`src/rtl/lsb_serial_comparator.sv`:
```
// Bit-serial unsigned magnitude comparator, operands arrive LSB first.
// A more significant unequal bit pair always overrides the running verdict.
module lsb_serial_comparator #(
  parameter int WIDTH = 8
) (
  input  logic i_clk,
  input  logic i_rst_n,
  input  logic i_start,
  input  logic i_bit_valid,
  input  logic i_a_bit,
  input  logic i_b_bit,
  output logic o_busy,
  output logic o_done,
  output logic o_gt,
  output logic o_eq,
  output logic o_lt
);

  localparam int CW = $clog2(WIDTH + 1);
  localparam logic [CW-1:0] LAST = CW'(WIDTH - 1);

  typedef enum logic [1:0] {
    IDLE,
    SHIFT,
    DONE
  } state_t;

  typedef enum logic [1:0] {
    REL_EQ,
    REL_GT,
    REL_LT
  } rel_t;

  state_t         r_state;
  state_t         w_state_next;
  rel_t           r_rel;
  rel_t           w_rel_next;
  logic [CW-1:0]  r_count;
  logic [CW-1:0]  w_count_next;
  logic           w_finish;
  logic           r_gt;
  logic           r_eq;
  logic           r_lt;

  always_comb begin
    w_state_next = r_state;
    w_rel_next   = r_rel;
    w_count_next = r_count;
    w_finish     = 1'b0;
    case (r_state)
      IDLE: begin
        if (i_start) begin
          w_state_next = SHIFT;
          w_rel_next   = REL_EQ;
          w_count_next = '0;
        end
      end
      SHIFT: begin
        if (i_bit_valid) begin
          if (i_a_bit && !i_b_bit) begin
            w_rel_next = REL_GT;
          end else if (!i_a_bit && i_b_bit) begin
            w_rel_next = REL_LT;
          end
          w_count_next = r_count + CW'(1);
          if (r_count == LAST) begin
            w_state_next = DONE;
            w_finish     = 1'b1;
          end
        end
      end
      DONE: begin
        w_state_next = IDLE;
      end
      default: begin
        w_state_next = IDLE;
      end
    endcase
  end

  always_ff @(posedge i_clk or negedge i_rst_n) begin
    if (!i_rst_n) begin
      r_state <= IDLE;
      r_rel   <= REL_EQ;
      r_count <= '0;
    end else begin
      r_state <= w_state_next;
      r_rel   <= w_rel_next;
      r_count <= w_count_next;
    end
  end

  // Result is loaded on the final accepted pair so it is valid while DONE is shown.
  always_ff @(posedge i_clk or negedge i_rst_n) begin
    if (!i_rst_n) begin
      r_gt <= 1'b0;
      r_eq <= 1'b0;
      r_lt <= 1'b0;
    end else if (w_finish) begin
      r_gt <= (w_rel_next == REL_GT);
      r_eq <= (w_rel_next == REL_EQ);
      r_lt <= (w_rel_next == REL_LT);
    end
  end

  assign o_busy = (r_state == SHIFT);
  assign o_done = (r_state == DONE);
  assign o_gt   = r_gt;
  assign o_eq   = r_eq;
  assign o_lt   = r_lt;

endmodule
```
`config.mk`:
```
export PLATFORM = sky130hd
export DESIGN_NAME = lsb_serial_comparator
export DESIGN_NICKNAME = d
export VERILOG_FILES = /design/src/rtl/lsb_serial_comparator.sv
export SDC_FILE = /design/constraint.sdc
export NUM_CORES = 1
export LEC_CHECK = 0
export CAP_MARGIN = 30
export CORE_UTILIZATION = 42
export CTS_BUF_LIST = sky130_fd_sc_hd__clkbuf_8
export CTS_CLUSTER_SIZE = 30
export DETAILED_ROUTE_END_ITERATION = 8
export MAX_ROUTING_LAYER = met4
export PLACE_DENSITY = 0.77
export SLEW_MARGIN = 20
export SYNTH_ARGS = -nofsm -noshare
export SYNTH_HDL_FRONTEND = slang
export SYNTH_SLANG_ARGS = --single-unit
```
`constraint.sdc`:
```
create_clock -name i_clk -period 1.7 [get_ports i_clk]
set_clock_uncertainty 0.2 [all_clocks]
set_input_delay 0.255 -clock i_clk [delete_from_list [all_inputs] [get_ports i_clk]]
set_output_delay 0.255 -clock i_clk [all_outputs]
set_load 0.01 [all_outputs]
```
**After elaboration in Yosys (flattened, before gate mapping)**

Index checks and enable logic that the tools add are counted.

- Add/subtract/negate cells: 1
- Equality and inequality tests: 8
- Multiplexer cells: 15
- Reduce and logical (&&, ||, !) cells: 9

Operators with widths:

| kind | count |
|---|---|
| 2-bit two-way mux | 7 |
| 4-bit two-way mux | 2 |
| 2-bit case mux with 2 select lines | 2 |
| 4-bit case mux with 2 select lines | 1 |
| 3-bit AND reduction | 2 |
| 4-bit by 1-bit adder with 4-bit output, second input constant | 1 |
| 2-bit by 1-bit == test with 1-bit output, second input constant | 2 |
| 2-bit == test, second input constant | 2 |
| 4-bit by 3-bit == test with 1-bit output, second input constant | 1 |
| 2-bit logical NOT | 2 |
| 2-bit != test, second input constant | 2 |
| 1-bit two-way mux | 3 |
| 1-bit logical AND | 2 |
| 1-bit logical NOT | 2 |
| 2-bit by 1-bit != test with 1-bit output, second input constant | 1 |
| 2-bit nonzero test | 1 |

- Register bits: 11
- Input port bits: 6
- Output and inout port bits: 5

**Depth between registers and ports, before layout**

- Word-level depth: 7
- Depth in mapped cells: 6

**Worst setup path before layout**

Ideal clock, no wire load.

- Path type: register -> register
- Start point: register r_count[0]
- End point: register r_count[2]
- Library setup time: 0.121 ns
- Data arrival time: 1.142 ns
- Required time: 1.379 ns
- Path slack: 0.237 ns
- Stages on the path, launching flop included: 5
- Buffers on the path: 0
- Cells stage by stage: dfrtp_1 -> ha_1 -> nand2_1 -> mux2_2 -> a22o_1

- Longest elaborated chain between the ends: 3

Ends and longest elaborated chain:

| element | RTL line | RTL |
|---|---|---|
| start: declaration | 38 | `logic [CW-1:0] r_count;` |
| start signal: assignment | 89 | `r_count <= w_count_next;` |
| 4-bit by 1-bit adder with 4-bit output | 65 | `w_count_next = r_count + CW'(1);` |
| 4-bit two-way mux | 59 | `if (i_bit_valid) begin` |
| 4-bit case mux with 2 select lines | 50 | `case (r_state)` |

No other way between the ends. The select of a mux whose other input is x is not followed.
A chain may end at the register's enable or synchronous reset.

**Worst setup path after layout**

- Start point: register r_state[0]
- End point: register r_eq (netlist: o_eq)

- Longest elaborated chain between the ends: 3
- Elaborated cells on any way between the ends: 5
- Those cells by class: eq/ne: 1; mux: 2; reduce/logical: 2

Ends and longest elaborated chain:

| element | RTL line | RTL |
|---|---|---|
| start: declaration | 34 | `state_t r_state;` |
| start signal: assignment | 87 | `r_state <= w_state_next;` |
| 2-bit by 1-bit == test with 1-bit output / 2-bit logical NOT (equally long branches) | 50 |  |
| 2-bit case mux with 2 select lines * | 50 |  |
| named net w_rel_next[1] | 37 | `rel_t w_rel_next;` |
| 2-bit logical NOT * | 101 | `r_eq <= (w_rel_next == REL_EQ);` |
| end signal: assignment | 101 |  |
| end: declaration | 42 | `logic r_eq;` |

The timed path passes the listed nets; every way through them passes the cells marked *.

==> metrics.txt <==
synth top area cells dfrtp_1 45%, a22o_1 8.7%, mux2_2 3.7%, nand2_1 3.7%, a21oi_1 3.3%; drt via density 5.511; crit-path max cell delay 380 ps; Seq/Total Area, Yosys 0.4545; VDD IR max 747.1 µV; Fillers 113; met3 wire len 31 µm; most common cell after layout, fill and taps aside dfrtp_1; Avg Inst Size Synth 9.928 µm²; Int Pwr 834.1 µW; total CTS buffers 3; PortBufs 10; initial antenna violation count 0; Final Max Slew Viols 0; Starting DRT DRC Count 13; Core Region 1318 µm²; RSZ-0062 raised after global routing no; pin count of the biggest net entering global routing 12; leak pwr 0.0003938 µW; Synthesized Nets 68; CP max-delay cell dfrtp_1; Critical R2R Launch r_state[0]; top achievable clock speed 619.8 MHz; clk slew on worst S/H paths 50 ps; die height 39.97 µm; Setup crit start r_state[0]; RePlAce Congestion 0.7582; Initial Util 0.4596; met1 wire length 633 µm; Final min period 1614 ps; Max Cap Viol 0; Die Footprint 1598 µm²; DRT Pass-1 Iters 4; worst slew pin tran 510.4 ps; first-pass GRT wire length 1.980 mm; Post-Synthesis Cells 61; crit path kind flop to flop; Hold/Removal Path Class primary input to async pin; Req. time, crit path 1660 ps; remaining design rule violation count 0; CP Cell Sequence buf_4 > and2_1 > a22o_1 > a221oi_2 > inv_2 > o21ai_1; area of the mapped netlist 605.6 µm²; post-DP HPWL 906.5 µm; final core occ 0.6040; CTS tree done; Final Net Count 87; Slew HR 0.6587; arrival time worst endpoint 1570 ps; layout cell share with drive strength beyond 1 0.2405; Final ANT Viol Nets 0; n_diodes 0; clock buffer depth 2; share of power burned in registers 0.362; Combinational Power Share 0.439; startpoint types flop; count of cell types in the netlist 30; Buffers & Inverters on Critical Path 2; Total Wirelength 1.229 mm; Final setup violation count 0; switch share 0.3466; GR Util All Layers 0.1986; worst skew pair latency 230 ps; Final period util 0.9491; area leader, netlist dfrtp_1; #FFs+latches synth 11; metal2 WL 535 µm; Clock power frac 0.199; share of the synthesized area in the top cell type 0.4545; die width 39.97 µm; CP endpoint kind flop; vias in the first global route 466; most frequent cells in the layout 10 x dfrtp_1, 7 x clkdlybuf4s50_1, 7 x buf_4, 6 x nand2_1, 6 x a22o_1; IO Pins 11; P_sw 442.5 µW; synth warn 0; Power Dens Cells 1604 nW/µm²; outcome completed; Vias 518; crit path max fanout 9; CTS Root Cell clkbuf_8; Design Power 1277 µW; P&R area growth vs syn 31.40%; grt ovf 0; FP Rows 13; # H-tree levels 1; max layer used met4; detailed-route wire length per cell 13.07 µm; Fin. Hold Viols 0; # clock sinks 11; CP top delay family compound AO/OA/AOI/OAI gates
synth_stat cells:
master,count
dfrtp_1,11
a22o_1,6
nand2_1,6
a21oi_1,4
nor2_1,4
inv_1,3
mux2_2,2
o21ai_0,2
o22ai_1,2
a211oi_1,1
a21o_1,1
a221oi_2,1
and2_1,1
and2b_1,1
and4b_1,1
buf_2,1
buf_4,1
buf_6,1
ha_1,1
inv_2,1
nand2_2,1
nand2b_1,1
nand3b_1,1
nand4_1,1
nor2_2,1
nor2b_4,1
nor3_1,1
nor3b_1,1
o21ai_1,1
or2_2,1
flip-flops by register name (all words and copies together) (netlist names):
register	flops
r_count	4
r_rel	2
r_state	2
o_eq	1
o_gt	1
o_lt	1
cell families (layout without fill, tap and decap cells):
family | after synthesis | after routing | synth area share
mux | 2 | 2 | 0.03719
flops | 11 | 11 | 0.4545
simple gates | 22 | 22 | 0.2087
buf+inv | 7 | 25 | 0.06404
fa+ha+maj | 1 | 1 | 0.02066
compound gates | 18 | 18 | 0.2149
per-stage QoR:
stage	cells	worst slack (ps)	setup TNS, ps	hold slack [ps]	cell area [µm²]
after floorplan	61	237.2	0	-240.6	605.6
after CTS	94	91.28	0	179.2	795.8
after global routing	94	11.29	0	191.9	795.8
after global placement	90	-234.2	-1105	265.3	753.2
after detailed placement	90	-264.0	-1367	275.0	753.2
final	94	86.48	0	161.8	795.8
power groups by stage:
stage          Sequential (µW)  Combinational [µW]  Clock (µW)
2_1_floorplan              451                 375           0
3_3_place_gp               457                 554           0
3_5_place_dp               460                 569           0
4_1_cts                    460                 564         257
5_1_grt                    474                 628         272
6_report                   463                 560         254
worst reg2reg max path, stage by stage, from the launching register on:
cell	delay, ps
dfrtp_1	380
buf_4	170
and2_1	160
a22o_1	180
a221oi_2	240
inv_2	70
o21ai_1	140
final timing paths:
path                         endpoint  slack, ps  cells past startpoint
setup / recovery                 o_eq         90                      6
hold / removal                   o_lt        160                      1
setup reg to reg                 o_eq         90                      6
hold reg to reg                  o_lt        280                      2
max in group asynchronous  r_state[1]        770                      1
min in group i_clk               o_lt        280                      2
area by class of cell:
| type | count | area [µm²] | share of cell area |
|---|---|---|---|
| flip-flops and latches | 11 | 276.5 | 0.3475 |
| clock buffers | 3 | 41.29 | 0.05189 |
| inverters | 4 | 15.01 | 0.01887 |
| repair buffers | 17 | 148.9 | 0.1871 |
| well taps | 15 | 18.77 | 0.02358 |
| clock inverters | 1 | 3.754 | 0.004717 |
| multi-input cells | 43 | 291.5 | 0.3664 |
per-layer routing:
metal	up-vias	track usage
met5	-	-
met4	0	0.1293
met3	4	0.03333
met2	16	0.2702
met1	242	0.2683
li1	256	-
timing repair:
item                                    4_1_cts  5_1_grt
buffers inserted                              0        0
hold buffers                                  0        0
endpoints found under the setup margin        3        0
resized for setup                             4        0
hold endpoints to repair                      0        0
Power figures use the tool's default switching activity.
